## config.mk

```make
export PLATFORM = sky130hd
export DESIGN_NAME = instr_fetch
export DESIGN_NICKNAME = d
export VERILOG_FILES = /design/src/rtl/fetch_pkg.sv /design/src/rtl/fetch_fifo.sv /design/src/rtl/instr_fetch.sv
export SDC_FILE = /design/constraint.sdc
export NUM_CORES = 1
export LEC_CHECK = 0
export BUFFER_PORTS_ARGS = -buffer_cell sky130_fd_sc_hd__buf_2
export CORE_MARGIN = 3
export CORE_UTILIZATION = 64
export CTS_BUF_LIST = sky130_fd_sc_hd__clkbuf_2 sky130_fd_sc_hd__clkbuf_4 sky130_fd_sc_hd__clkbuf_8
export DETAILED_ROUTE_END_ITERATION = 6
export GPL_TIMING_DRIVEN = 0
export PLACE_DENSITY = 0.89
export SLEW_MARGIN = 15
export SYNTH_ARGS = -nofsm -noshare
export SYNTH_HDL_FRONTEND = slang
export SYNTH_SLANG_ARGS = --single-unit
```

## constraint.sdc

```tcl
create_clock -name clk -period 7.2 [get_ports clk]
set_input_delay 1.8 -clock clk [delete_from_list [all_inputs] [get_ports clk]]
set_output_delay 1.8 -clock clk [all_outputs]
set_load 0.02 [all_outputs]
```

## src/rtl/fetch_pkg.sv

```systemverilog
// Shared types and default sizing for the instruction fetch unit.
package fetch_pkg;

    localparam int DATA_W_DEF = 9;
    localparam int ADDR_W_DEF = 5;
    localparam int DEPTH_DEF  = 4;

    // IDLE  | not fetching, buffer contents kept
    // FETCH | issuing addresses to the ROM while the buffer has room
    // HALT  | end of ROM reached without wrap; only a jump or rst leaves
    typedef enum logic [1:0] {
        IDLE  = 2'd0,
        FETCH = 2'd1,
        HALT  = 2'd2
    } fetch_state_e;

endpackage

```

## src/rtl/fetch_fifo.sv

```systemverilog
// Prefetch buffer: DEPTH entries of {address, word}, pop before push,
// flush clears everything at the closing edge after any pop.
module fetch_fifo
    import fetch_pkg::*;
#(
    parameter  int AW    = ADDR_W_DEF,
    parameter  int DW    = DATA_W_DEF,
    parameter  int DEPTH = DEPTH_DEF,
    localparam int LVL_W = $clog2(DEPTH + 1)
) (
    input  logic             clk,
    input  logic             rst,
    input  logic             flush_i,
    input  logic             push_i,
    input  logic [AW-1:0]    push_addr_i,
    input  logic [DW-1:0]    push_data_i,
    input  logic             pop_i,
    output logic             head_valid_o,
    output logic [AW-1:0]    head_addr_o,
    output logic [DW-1:0]    head_data_o,
    output logic [LVL_W-1:0] level_o
);

    localparam int PTR_W = (DEPTH > 1) ? $clog2(DEPTH) : 1;

    logic [AW+DW-1:0] mem_q [DEPTH];
    logic [PTR_W-1:0] rd_q, rd_d;
    logic [PTR_W-1:0] wr_q, wr_d;
    logic [LVL_W-1:0] cnt_q, cnt_d;
    logic             pop_ok;
    logic             push_ok;

    function automatic logic [PTR_W-1:0] ptr_inc(input logic [PTR_W-1:0] p);
        return (p == PTR_W'(DEPTH - 1)) ? '0 : p + 1'b1;
    endfunction

    // Pointer and occupancy next-state; a full buffer only accepts a push
    // when the head leaves in the same cycle.
    always_comb begin
        pop_ok  = pop_i && (cnt_q != '0);
        push_ok = push_i && !flush_i && ((cnt_q < LVL_W'(DEPTH)) || pop_ok);
        rd_d    = rd_q;
        wr_d    = wr_q;
        cnt_d   = cnt_q;
        if (flush_i) begin
            rd_d  = '0;
            wr_d  = '0;
            cnt_d = '0;
        end else begin
            if (pop_ok) begin
                rd_d = ptr_inc(rd_q);
            end
            if (push_ok) begin
                wr_d = ptr_inc(wr_q);
            end
            case ({push_ok, pop_ok})
                2'b10:   cnt_d = cnt_q + 1'b1;
                2'b01:   cnt_d = cnt_q - 1'b1;
                default: cnt_d = cnt_q;
            endcase
        end
    end

    // Pointer/occupancy registers.
    always_ff @(posedge clk) begin
        if (rst) begin
            rd_q  <= '0;
            wr_q  <= '0;
            cnt_q <= '0;
        end else begin
            rd_q  <= rd_d;
            wr_q  <= wr_d;
            cnt_q <= cnt_d;
        end
    end

    // Storage; contents need no reset because occupancy gates visibility.
    always_ff @(posedge clk) begin
        if (push_ok) begin
            mem_q[wr_q] <= {push_addr_i, push_data_i};
        end
    end

    assign head_valid_o              = (cnt_q != '0);
    assign {head_addr_o, head_data_o} = head_valid_o ? mem_q[rd_q] : '0;
    assign level_o                   = cnt_q;

endmodule

```

## src/rtl/instr_fetch.sv

```systemverilog
// Instruction prefetch unit: issues sequential ROM reads into a small
// buffer, supports redirect (jump) and optional halt at end of ROM.
module instr_fetch
    import fetch_pkg::*;
#(
    parameter  int DATA_W = DATA_W_DEF,
    parameter  int ADDR_W = ADDR_W_DEF,
    parameter  int DEPTH  = DEPTH_DEF,
    parameter  int WRAP   = 1,
    localparam int LVL_W  = $clog2(DEPTH + 1)
) (
    input  logic              clk,
    input  logic              rst,
    input  logic              en,
    output logic [ADDR_W-1:0] rom_addr,
    input  logic [DATA_W-1:0] rom_q,
    output logic [DATA_W-1:0] instr,
    output logic              instr_valid,
    input  logic              instr_ready,
    input  logic              jump,
    input  logic [ADDR_W-1:0] jump_addr,
    output logic [ADDR_W-1:0] pc,
    output logic              halted,
    output logic [LVL_W-1:0]  level
);

    localparam int CW = LVL_W + 1;

    fetch_state_e      state_q, state_d;
    logic [ADDR_W-1:0] fptr_q, fptr_d;
    logic              fly_q, fly_d;
    logic [ADDR_W-1:0] fly_addr_q, fly_addr_d;

    logic              pop;
    logic              issue;
    logic              last_addr;
    logic [CW-1:0]     occ;
    logic [CW-1:0]     room;

    // Occupancy counts the word already in flight so the buffer can never
    // be overfilled, while a same-cycle pop frees a slot immediately.
    assign pop       = instr_valid && instr_ready;
    assign occ       = CW'(level) + CW'(fly_q);
    assign room      = CW'(DEPTH) + CW'(pop);
    assign issue     = (state_q == FETCH) && en && !jump && (occ < room);
    assign last_addr = &fptr_q;

    // State and fetch datapath registers.
    always_ff @(posedge clk) begin
        if (rst) begin
            state_q    <= IDLE;
            fptr_q     <= '0;
            fly_q      <= 1'b0;
            fly_addr_q <= '0;
        end else begin
            state_q    <= state_d;
            fptr_q     <= fptr_d;
            fly_q      <= fly_d;
            fly_addr_q <= fly_addr_d;
        end
    end

    // Next-state logic; a jump wins over every other transition.
    always_comb begin
        state_d = state_q;
        if (jump) begin
            state_d = en ? FETCH : IDLE;
        end else begin
            case (state_q)
                IDLE: begin
                    if (en) state_d = FETCH;
                end
                FETCH: begin
                    if (issue && last_addr && (WRAP == 0)) state_d = HALT;
                    else if (!en)                         state_d = IDLE;
                end
                HALT:    state_d = HALT;
                default: state_d = IDLE;
            endcase
        end
    end

    // Fetch pointer and in-flight tracking; a jump drops the pending read.
    always_comb begin
        fptr_d     = fptr_q;
        fly_d      = issue;
        fly_addr_d = fly_addr_q;
        if (jump) begin
            fptr_d = jump_addr;
            fly_d  = 1'b0;
        end else if (issue) begin
            fptr_d     = fptr_q + 1'b1;
            fly_addr_d = fptr_q;
        end
    end

    // Moore outputs.
    always_comb begin
        halted   = (state_q == HALT);
        rom_addr = fptr_q;
    end

    fetch_fifo #(
        .AW    (ADDR_W),
        .DW    (DATA_W),
        .DEPTH (DEPTH)
    ) u_fifo (
        .clk          (clk),
        .rst          (rst),
        .flush_i      (jump),
        .push_i       (fly_q && !jump),
        .push_addr_i  (fly_addr_q),
        .push_data_i  (rom_q),
        .pop_i        (pop),
        .head_valid_o (instr_valid),
        .head_addr_o  (pc),
        .head_data_o  (instr),
        .level_o      (level)
    );

endmodule

```

After elaboration in Yosys (flattened, before gate mapping)
Memories as Yosys holds them, arrays and structs flattened. A register that Yosys moved wholly into a read port is not among the register bits.
Cells that the tools add are included.

operators by class
  multiplexer cells = 15
  order comparisons = 2
  $add $sub $neg = 7
  bitwise logic cells = 1
  reduce and logical (&&, ||, !) cells = 17
  equality and inequality tests = 8

operators by type and width
  cell                 count
  $mux 14              1
  $mux 2               7
  $mux 5               2
  $eq 2x2->1 const B   4
  $logic_and 1x1->1    8
  $ne 3x3->1 const B   2
  $pmux 2 s3           1
  $pmux 3 s2           1
  $add 5x1->5 const B  1
  $add 2x1->2 const B  2
  $add 3x1->4          1
  $add 3x1->4 const A  1
  $eq 2x1->1 const B   2
  $lt 4x4->1           1
  $reduce_and 2->1     2
  $reduce_bool 2->1    2
  $add 3x1->3 const B  1
  $lt 3x3->1 const B   1
  $mux 1               3
  $reduce_bool 3->1    1
  $sub 3x1->3 const B  1
  $logic_not 2->1      1
  $reduce_or 2->1      1
  $logic_not 1->1      1
  2 further kinds      2

storage, ports and cells
  output and inout port bits = 24
  flip-flop bits (word level) = 20
  word-level logic and storage cells = 58
  memories = 1
  RAM bits = 56
  bits of input ports = 19

memories
  memory        words  bits a word  rd ports  clocked after Yosys merged registers in  write ports  RTL line          RTL
  u_fifo.mem_q  4      14           1         1                                        1            fetch_fifo.sv:26  logic [AW+DW-1:0] mem_q [DEPTH];

Longest topological paths before layout
Gate-level depths: netlist of run 1.

  depth after elaboration = 7
  depth in mapped cells = 10
  mapped depth without buffers = 10

By module
A second synthesis of run 1 with hierarchy kept.

second synthesis, totals
  cells, all modules = 220
  area total of the unflattened synthesis = 3388.2 sq um

by module, submodules not included
  module       area each (sq um)  cells an instance  instances  seq. area each (sq um)
  fetch_fifo   2695.1             143                1          1861.8
  instr_fetch  693.2              77                 1          260.2

Worst setup path before layout of run 1
No wires, ideal clock.

  path kind = input port to flip-flop
  from = in instr_ready
  to = reg u_fifo.cnt_q[2], in the netlist u_fifo.level_o[2]
  path buffers = 0
  data required time = 7130 ps
  cell stages on the path = 9
  setup slack = 3690 ps
  data arrival time = 3440 ps
  library setup time = 70 ps
  cells stage by stage = o21ai_0 -> nor2_1 -> inv_1 -> ha_1 -> inv_1 -> fa_1 -> xor2_1 -> or3_1 -> a21oi_1

on the way
  word-level cells in the longest chain between the ends = 6
  elaborated cells between the ends (all ways) = 8
  classes of those cells = eq/ne: 2; mux: 1; reduce/logical: 5

RTL lines
  element                                          RTL line           RTL
  start: declaration                               instr_fetch.sv:19  input logic instr_ready,
  $logic_and 1x1->1 (*)                            instr_fetch.sv:42  assign pop = instr_valid && instr_ready;
  $logic_and 1x1->1 (*)                            fetch_fifo.sv:40   pop_ok = pop_i && (cnt_q != '0);
  $logic_or 1x1->1                                 fetch_fifo.sv:41   push_ok = push_i && !flush_i && ((cnt_q < LVL_W'(DEPTH)) || pop_ok);
  $logic_and 1x1->1                                fetch_fifo.sv:41
  $eq 2x1->1 or $eq 2x2->1 (tied branches)         fetch_fifo.sv:56   case ({push_ok, pop_ok})
  $pmux 3 s2 or $reduce_bool 2->1 (tied branches)  n/a
  end signal: assignment                           fetch_fifo.sv:73   cnt_q <= cnt_d;
  end: declaration                                 fetch_fifo.sv:29   logic [LVL_W-1:0] cnt_q, cnt_d;

Every way passes the cells marked *; elsewhere a longest branch is shown, timed or not.
A chain may end at the register's enable or synchronous reset.

==> results.rst, run 1 <==
.. list-table::
   :header-rows: 1

   * - Metric
     - Value
   * - Total clock buffers created by CTS
     - 9
   * - Net Sw Power
     - 179 uW
   * - Worst hold slack
     - 0.455 ns
   * - Final worst path period need
     - 4.08 ns
   * - Synthesized Nets
     - 243
   * - Leakage power summed over all cells
     - 1.32 nW
   * - Die outline height
     - around 77 um
   * - Sequential power share
     - 0.553
   * - Fin crit share
     - 0.566
   * - Vias in the first global route
     - 1938
   * - Path category of the worst min-delay check
     - reg2reg
   * - WL per Instance
     - about 16 um
   * - Delay of the slowest cell on the worst path
     - about 0.57 ns
   * - Share of synthesized cell area in full adder, half adder and majority cells
     - 0.0410
   * - Clock transition time at the flip-flop clock pins of the worst setup and hold paths
     - 0.08 ns
   * - Clock sink count
     - 78
   * - Buffer levels on the longest clock path
     - 2
   * - Sequential fraction of the synthesis area
     - 0.656
   * - Fin Clk Skew
     - between 0.005 and 0.006 ns
   * - Non-filler instance count after layout
     - 339
   * - Diodes inserted
     - 0
   * - Max Cap Violations
     - 0
   * - Dominant combinational cell family by area after synthesis
     - multiplexers
   * - Die X
     - roughly 77 um
   * - Last element of the critical path
     - instr[3]
   * - Core Region
     - 0.00482 mm^2
   * - Post-DRT Antenna Nets
     - 0
   * - Power, Total
     - 877 uW
   * - Average cell area after synthesis
     - approximately 15 um^2
   * - Power density over the cells
     - between 200 and 250 mW/mm^2
   * - Post-synthesis simple-gate area fraction
     - 0.0924
   * - Net count of the finished layout
     - between 200 and 300
   * - Transition at the pin with the smallest max-transition slack
     - 0.752 ns
   * - Number of cells on the worst reg-to-reg path
     - 10
   * - Internal Pwr Total
     - 698 uW
   * - Number of rows in the core area
     - 25
   * - Worst Setup End Kind
     - output port
   * - Detailed Place HPWL
     - 3690 um
   * - Number of gates resized after cts
     - 0
   * - Initial Util
     - 0.672
   * - Number of gates on the worst path with buffers counted
     - 5
   * - Number of hold violations in the final report
     - 0
   * - Critical Path, Cell by Cell
     - clkbuf_1 -> buf_2 -> mux4_2 -> and2_1 -> buf_2
   * - Detailed-route wire length
     - ~5600 um
   * - Final estimated routing congestion in global placement
     - 0.779
   * - Data required time at the worst endpoint
     - around 5.4 ns
   * - Most used cell, CP
     - sky130_fd_sc_hd__buf_2
   * - Part of the power in combinational logic
     - 0.028
   * - Cell count after synthesis
     - 214
   * - Overall Global Routing Usage
     - 0.211
   * - Clock Latency Late Sink
     - 0.35 ns
   * - Relative area change from synthesis to final layout
     - 16.2%
   * - Layout cells sized above 1
     - 0.298
   * - Max-slew headroom
     - 0.491
   * - Count of port buffers added during placement
     - 42
   * - Slew Limit Fails
     - 0
   * - Worst vdd rail ir drop
     - 0.154 mV
   * - Clock tree from TritonCTS
     - built
   * - R2R Path Start
     - u_fifo.level_o[2]
   * - Final-layout setup total negative slack
     - 0 ns
   * - Cell Area, Synth
     - between 0.003 and 0.004 mm^2
   * - Worst-path cell with the longest stage delay
     - sky130_fd_sc_hd__mux4_2
   * - Cell Count Post-Placement
     - ~320
   * - Unique cell type count in the Yosys netlist
     - 36
   * - Post-route core utilization
     - 0.781
   * - DIE AREA
     - 0.00594 mm^2
   * - Drt via density
     - 5.73
   * - DRC violations left
     - 0
   * - Max Clk Rate
     - 0.245 GHz
   * - Sw Ratio
     - 0.204
   * - CTS Hold Bufs
     - 0
   * - Number of antenna violations at the first check in global routing
     - 0
   * - Slack of the worst reg-to-reg path
     - roughly 4.6 ns
   * - Worst flop-to-flop path endpoint
     - u_fifo.level_o[2]
   * - Unrepaired setup endpoints after global routing
     - false
   * - Initial detailed-routing violation count
     - 122
   * - Setup fix buffers added after clock tree synthesis
     - 0
   * - WP buf/inv
     - 3
   * - Yosys Warn Count
     - 0
   * - Grt ovf
     - 0
   * - Mux cell area share after synthesis
     - 0.101
   * - Critical-path maximum fanout
     - 10
   * - Total I/O pin count
     - between 40 and 50
   * - Post-synthesis register bit count
     - 78
   * - Xor/xnor cell area share of the yosys netlist
     - 0.00541
   * - Pre-Repair DR Iteration Count
     - 4
   * - Root buf cell
     - sky130_fd_sc_hd__clkbuf_8
   * - Result of the run
     - complete, no violations
   * - H-tree depth
     - 3
   * - Part of the total power dissipated in the clock network
     - 0.420
   * - Arr. time, crit path
     - 2.28 ns
   * - Number of filler instances in the final layout
     - 294
   * - Maximum number of pins on one net before global-route repair
     - 15
   * - Critical Path Start Type
     - register
   * - First-pass GRT wire length
     - between 9000 and 10000 um
   * - WS Path Type
     - reg2out
   * - Synthesized-area fraction occupied by ao, oa, aoi and oai cells
     - 0.0723
   * - Total setup violations reported at the end of the flow
     - 0
   * - Number of vias after detailed routing
     - 1941
   * - Cell type group with the largest total delay on the critical path
     - buffers and inverters
-- synthesized netlist by cell type --
library cell / instances / area, um^2
sky130_fd_sc_hd__inv_1: 14 / 52.6
sky130_fd_sc_hd__or2_2: 1 / 6.26
sky130_fd_sc_hd__edfxtp_1: 56 / 1680
sky130_fd_sc_hd__nor2b_1: 1 / 6.26
sky130_fd_sc_hd__a31oi_1: 1 / 6.26
sky130_fd_sc_hd__nand3_1: 9 / 45.0
sky130_fd_sc_hd__a311oi_1: 3 / 26.3
sky130_fd_sc_hd__and4bb_2: 1 / 12.5
sky130_fd_sc_hd__o21ai_0: 8 / 40.0
sky130_fd_sc_hd__clkbuf_1: 4 / 15.0
sky130_fd_sc_hd__a211oi_4: 1 / 20.0
sky130_fd_sc_hd__o311a_1: 1 / 10.0
sky130_fd_sc_hd__nor3b_1: 1 / 7.51
sky130_fd_sc_hd__mux4_2: 14 / 315
sky130_fd_sc_hd__o311ai_1: 1 / 8.76
sky130_fd_sc_hd__or4_1: 2 / 15.0
sky130_fd_sc_hd__o41a_1: 1 / 11.3
sky130_fd_sc_hd__ha_1: 9 / 113
sky130_fd_sc_hd__a221oi_1: 2 / 17.5
sky130_fd_sc_hd__or3_1: 5 / 31.3
sky130_fd_sc_hd__o21ai_1: 1 / 5.00
sky130_fd_sc_hd__and2_1: 18 / 113
sky130_fd_sc_hd__buf_6: 2 / 22.5
sky130_fd_sc_hd__a211o_1: 1 / 8.76
sky130_fd_sc_hd__nor3b_2: 1 / 12.5
sky130_fd_sc_hd__mux2i_1: 1 / 10.0
sky130_fd_sc_hd__fa_1: 1 / 20.0
sky130_fd_sc_hd__nor3_1: 1 / 5.00
sky130_fd_sc_hd__nand2_1: 4 / 15.0
sky130_fd_sc_hd__nor2_1: 8 / 30.0
sky130_fd_sc_hd__a21oi_1: 10 / 50.1
sky130_fd_sc_hd__o31ai_1: 3 / 22.5
sky130_fd_sc_hd__xor2_1: 2 / 17.5
sky130_fd_sc_hd__dfxtp_1: 22 / 440
sky130_fd_sc_hd__a211oi_1: 1 / 7.51
sky130_fd_sc_hd__buf_2: 3 / 15.0
-- per-layer routing --
metal / wire, um / GRT usage / vias up / part of all wire
met5: 0 / 0 / - / 0
met1: 2270 / 0.256 / 932 / 0.41
li1: - / - / 925 / -
met2: 2850 / 0.356 / 74 / 0.51
met3: 313 / 0.0411 / 10 / 0.056
met4: 127 / 0.116 / 0 / 0.023
-- flip-flops by register name, indices dropped and copies added (netlist names), named ones only --
signal          cells
u_fifo.rd_q         2
rom_addr            5
u_fifo.mem_q       56
fly_addr_q          5
fly_q               1
u_fifo.wr_q         2
u_fifo.level_o      3
state_q             2
-- cells in the final DEF (no fill, tap or decap), types with 2 or more instances in the layout --
cell                        netlist  layout
sky130_fd_sc_hd__nand3_1          9       9
sky130_fd_sc_hd__dfxtp_1         22      22
sky130_fd_sc_hd__ha_1             9       9
sky130_fd_sc_hd__inv_1           14      14
sky130_fd_sc_hd__o31ai_1          3       3
sky130_fd_sc_hd__a311oi_1         3       3
sky130_fd_sc_hd__a21oi_1         10      10
sky130_fd_sc_hd__nand2_1          4       4
sky130_fd_sc_hd__xor2_1           2       2
sky130_fd_sc_hd__a221oi_1         2       2
sky130_fd_sc_hd__buf_6            2       2
sky130_fd_sc_hd__nor2_1           8       8
sky130_fd_sc_hd__or3_1            5       5
sky130_fd_sc_hd__bufinv_16        0       2
sky130_fd_sc_hd__o21ai_0          8       8
sky130_fd_sc_hd__clkbuf_1         4       4
sky130_fd_sc_hd__buf_2            3      45
sky130_fd_sc_hd__mux4_2          14      14
sky130_fd_sc_hd__or4_1            2       2
sky130_fd_sc_hd__clkbuf_8         0      10
sky130_fd_sc_hd__clkinv_4         0       2
sky130_fd_sc_hd__edfxtp_1        56      56
sky130_fd_sc_hd__and2_1          18      18
-- through the flow --
stage               worst slack (ns)  instance area (um^2)
finish                          3.12                  3760
global placement                3.40                  3530
CTS                             3.07                  3760
detailed placement              3.35                  3530
floorplan                       3.69                  3240
global route                    2.96                  3760
-- cell type report --
type / instances / area (um^2) / area share
Sequential cell: 78 / 2120 / 0.564
Multi-Input combinational cell: 113 / 1010 / 0.268
Timing Repair Buffer: 42 / 210 / 0.0559
Clock buffer: 10 / 138 / 0.0366
Clock inverter: 6 / 93.8 / 0.0250
Tap cell: 67 / 83.8 / 0.0223
Buffer: 9 / 52.6 / 0.0140
Inverter: 14 / 52.6 / 0.0140
-- worst min-delay path by stage --
| stage | depth (start not counted) | from | end |
|---|---|---|---|
| floorplan | 1 | state_q[0] | state_q[1] |
| global placement | 1 | state_q[0] | state_q[1] |
| detailed placement | 1 | state_q[0] | state_q[1] |
| CTS | 1 | state_q[0] | state_q[1] |
| global route | 1 | state_q[0] | state_q[1] |
| finish | 1 | state_q[0] | state_q[1] |
-- power by group through the flow --
stage	clock network (mW)	logic, mW	registers, mW
2_1_floorplan	0	0.00977	0.497
3_3_place_gp	0	0.0231	0.495
3_5_place_dp	0	0.0242	0.495
4_1_cts	0.374	0.0244	0.485
5_1_grt	0.392	0.0273	0.485
6_report	0.368	0.0244	0.485
-- kinds of logic after synthesis --
family          after synthesis
simple gates                 52
buf+inv                      23
mux                          15
compound gates               34
fa+ha+maj                    10
xor+xnor                      2
flops                        78
Note: power is estimated with default switching activity, not from simulation.
==> run 2, diff against run 1 <==
- ABC_AREA: unset -> 1
- CORE_UTILIZATION: 64 -> 59
- PLACE_DENSITY: 0.89 -> 0.83
- clock period: 7.2 -> 4.05 ns (I/O delays scaled with it)
==> run 2 against run 1 <==
  * Final cell count up 29%
  * Design area up 2.1%
  * Via count up 19%
  * Hold slack better by 0.044 ns
  * Largest cell class unchanged
  * Global-route usage up 0.60 points
  * Wire length up 17%
  * Critical endpoint is now pc[0]
  * Synthesized cell count up 44%
  * Total power up 70%
==> results.rst, run 2 <==
.. list-table::
   :header-rows: 1

   * - Metric
     - Value
   * - WS Path Type
     - reg2out
   * - Delay of the slowest cell on the worst path
     - around 0.46 ns
   * - Total setup violations reported at the end of the flow
     - 0
   * - Total I/O pin count
     - 43
   * - Leakage power summed over all cells
     - 1.49 nW
   * - DIE AREA
     - 0.00659 mm^2
   * - Grt ovf
     - 0
   * - Root buf cell
     - sky130_fd_sc_hd__clkbuf_8
   * - Most flops, register
     - u_fifo.mem_q
   * - Clock tree from TritonCTS
     - built
   * - Clock transition time at the flip-flop clock pins of the worst setup and hold paths
     - approximately 0.07 ns
   * - Worst-path cell with the longest stage delay
     - sky130_fd_sc_hd__clkbuf_1
   * - Die outline height
     - 81.2 um
   * - Most repeated cell in the gate-level netlist after synthesis
     - sky130_fd_sc_hd__nor2_1
   * - Cell Area, Synth
     - 0.00333 mm^2
   * - Number of hold violations in the final report
     - 0
   * - Diodes inserted
     - 0
   * - Met1 wire length
     - 2840 um
   * - Post-route core utilization
     - 0.729
   * - Cell count after synthesis
     - 309
   * - Setup ws final
     - between 1 and 1.5 ns
   * - Top routing layer used
     - met4
   * - Worst hold slack
     - 0.499 ns
   * - Maximum number of pins on one net before global-route repair
     - 15
   * - Cell taking the most area after synthesis
     - sky130_fd_sc_hd__edfxtp_1
   * - FF+latch area
     - 0.00212 mm^2
   * - Layout cells sized above 1
     - 0.230
   * - Drt via density
     - roughly 5.3
   * - Unrepaired setup endpoints after global routing
     - false
   * - Buffer levels on the longest clock path
     - 2
   * - Area of combinational cells with multiple inputs
     - 0.00107 mm^2
   * - Most numerous cell types in the synthesized netlist
     - sky130_fd_sc_hd__nor2_1 (71), sky130_fd_sc_hd__edfxtp_1 (56), sky130_fd_sc_hd__o21ai_0 (39), sky130_fd_sc_hd__a21oi_1 (26), sky130_fd_sc_hd__nand2_1 (23)
   * - Max Clk Rate
     - between 0.3 and 0.4 GHz
   * - Fin crit share
     - 0.720
   * - Most frequent cells in the layout
     - sky130_fd_sc_hd__nor2_1 (67), sky130_fd_sc_hd__edfxtp_1 (56), sky130_fd_sc_hd__buf_2 (44), sky130_fd_sc_hd__o21ai_0 (39), sky130_fd_sc_hd__a21oi_1 (26)
   * - Core Region
     - ~0.0053 mm^2
   * - Sequential fraction of the synthesis area
     - 0.637
   * - CTS Hold Bufs
     - 0
   * - Result of the run
     - complete, no violations
   * - Max Cap Violations
     - 0
   * - WP buf/inv
     - 3
   * - Total length of routed met2 wires
     - about 3300 um
   * - Die X
     - 81.2 um
   * - Overall Global Routing Usage
     - 0.217
   * - Largest cells by area after synthesis
     - sky130_fd_sc_hd__edfxtp_1 (50%), sky130_fd_sc_hd__dfxtp_1 (13%), sky130_fd_sc_hd__nor2_1 (8.0%)
   * - Critical Path Start Type
     - register
   * - Cell type group with the largest total delay on the critical path
     - buffers and inverters
   * - Unique cell type count in the Yosys netlist
     - 31
   * - Total clock buffers created by CTS
     - 9
   * - Vias in the first global route
     - 2307
   * - Final worst path period need
     - slightly below 3 ns
   * - Transition at the pin with the smallest max-transition slack
     - 0.814 ns
   * - Pre-Repair DR Iteration Count
     - 4
   * - Number of vias after detailed routing
     - between 2000 and 2500
   * - First-pass GRT wire length
     - 10600 um
   * - Final-layout setup total negative slack
     - 0 ns
   * - EDFF count, synth
     - 56
   * - Detailed Place HPWL
     - approximately 4400 um
   * - Count of port buffers added during placement
     - 41
   * - Power density over the cells
     - 389 mW/mm^2
   * - Final estimated routing congestion in global placement
     - 0.733
   * - Critical Path, Cell by Cell
     - nor2_1 -> nand2_2 -> inv_1 -> clkbuf_1 -> a21oi_1 -> buf_2
   * - Initial detailed-routing violation count
     - approximately 180
   * - Initial Util
     - 0.632
   * - H-tree depth
     - 3
   * - Worst Setup End Kind
     - output port
   * - Number of gates resized after cts
     - 0
   * - Relative area change from synthesis to final layout
     - 15.2%
   * - Data required time at the worst endpoint
     - 3.04 ns
   * - Number of filler instances in the final layout
     - approximately 400
   * - Net count of the finished layout
     - 390
   * - Slew Limit Fails
     - 0
   * - Predominant post-synthesis flop cell
     - sky130_fd_sc_hd__edfxtp_1
   * - Power, Total
     - 1.49 mW
   * - Arr. time, crit path
     - between 1.5 and 2 ns
   * - Number of antenna violations at the first check in global routing
     - 0
   * - WL per Instance
     - 14.8 um
   * - Max-slew headroom
     - 0.457
   * - Critical-path maximum fanout
     - 10
   * - Post-synthesis register bit count
     - 78
   * - Setup fix buffers added after clock tree synthesis
     - 0
   * - Synthesized Nets
     - 338
   * - Worst vdd rail ir drop
     - 0.253 mV
   * - DRC violations left
     - 0
   * - Metal3 WL
     - between 300 and 400 um
   * - Share of async-settable or async-resettable flops after synthesis
     - 0
   * - Post-DRT Antenna Nets
     - 0
   * - Fin Clk Skew
     - 0.00926 ns
   * - Setup slack at placement
     - 1.19 ns
   * - Commonest non-fill, non-tap cell in the layout
     - sky130_fd_sc_hd__nor2_1
   * - Average cell area after synthesis
     - around 11 um^2
   * - Max reg flops
     - 56
   * - Number of rows in the core area
     - 26
   * - Clock sink count
     - 78
   * - Clock Latency Late Sink
     - around 0.33 ns
   * - Synth top area share
     - 0.505
   * - Path category of the worst min-delay check
     - reg2reg
   * - Yosys Warn Count
     - 0
   * - Detailed-route wire length
     - 6470 um
## run 2: cell count changes after synthesis, sizes merged, moves of 5 or more
cell   before  now
a21oi      10   30
and2       18    0
inv        14   19
mux4       14    0
nand2       4   26
nand3       9   14
nor2        8   72
o21ai       9   39
or3         5    0
## run 2: metal layers
metal  GRT usage  vias to the layer above
met5           0                        -
met4      0.0760                        0
met3      0.0477                        4
met2       0.391                       66
met1       0.254                     1069
li1            -                     1172
## run 2: final cells by class
| class | instances | share of cell area |
|---|---|---|
| multi-input combinational | 199 | 0.278 |
| timing repair buffer | 41 | 0.0534 |
| sequential | 78 | 0.553 |
| inverter | 20 | 0.0199 |
| buffer | 12 | 0.0202 |
| clock inverter | 4 | 0.0121 |
| tap | 70 | 0.0228 |
| clock buffer | 12 | 0.0414 |
## run 2: where the power goes
part	leakage [nW]	internal, mW	switching [mW]	total [mW]
Sequential	0.714	0.854	0.00598	0.860
Combinational	0.668	0.0196	0.0302	0.0498
Clock	0.103	0.322	0.262	0.585
Total	1.49	1.20	0.299	1.49
## run 2: worst min-delay path, cell delays in order, from the launching register on
cell                      delay [ns]
sky130_fd_sc_hd__dfxtp_1        0.34
sky130_fd_sc_hd__nand2_1        0.07
sky130_fd_sc_hd__a21oi_1        0.05
## run 2: path summary, 6_finish.rpt
path	slack, ns	from	to	depth (start not counted)
hold reg to reg	0.50	fly_addr_q[0]	fly_addr_q[0]	2
hold / removal	0.50	fly_addr_q[0]	fly_addr_q[0]	2
setup / recovery	1.13	u_fifo.level_o[2]	pc[0]	6
setup reg to reg	1.84	u_fifo.level_o[2]	u_fifo.level_o[2]	9
## run 2: kinds of logic (layout without fill, tap and decap cells)
logic type      Yosys count  in the layout  synth area share
fa+ha+maj                10             10            0.0398
buf+inv                  32             89            0.0462
simple gates            114            114             0.153
compound gates           74             74             0.122
xor+xnor                  1              1           0.00263
flops                    78             78             0.637
## run 2: stage by stage
stage	std cells	instance area, um^2
CTS	436	3840
global route	436	3840
detailed placement	420	3630
global placement	420	3620
finish	436	3840
floorplan	309	3330
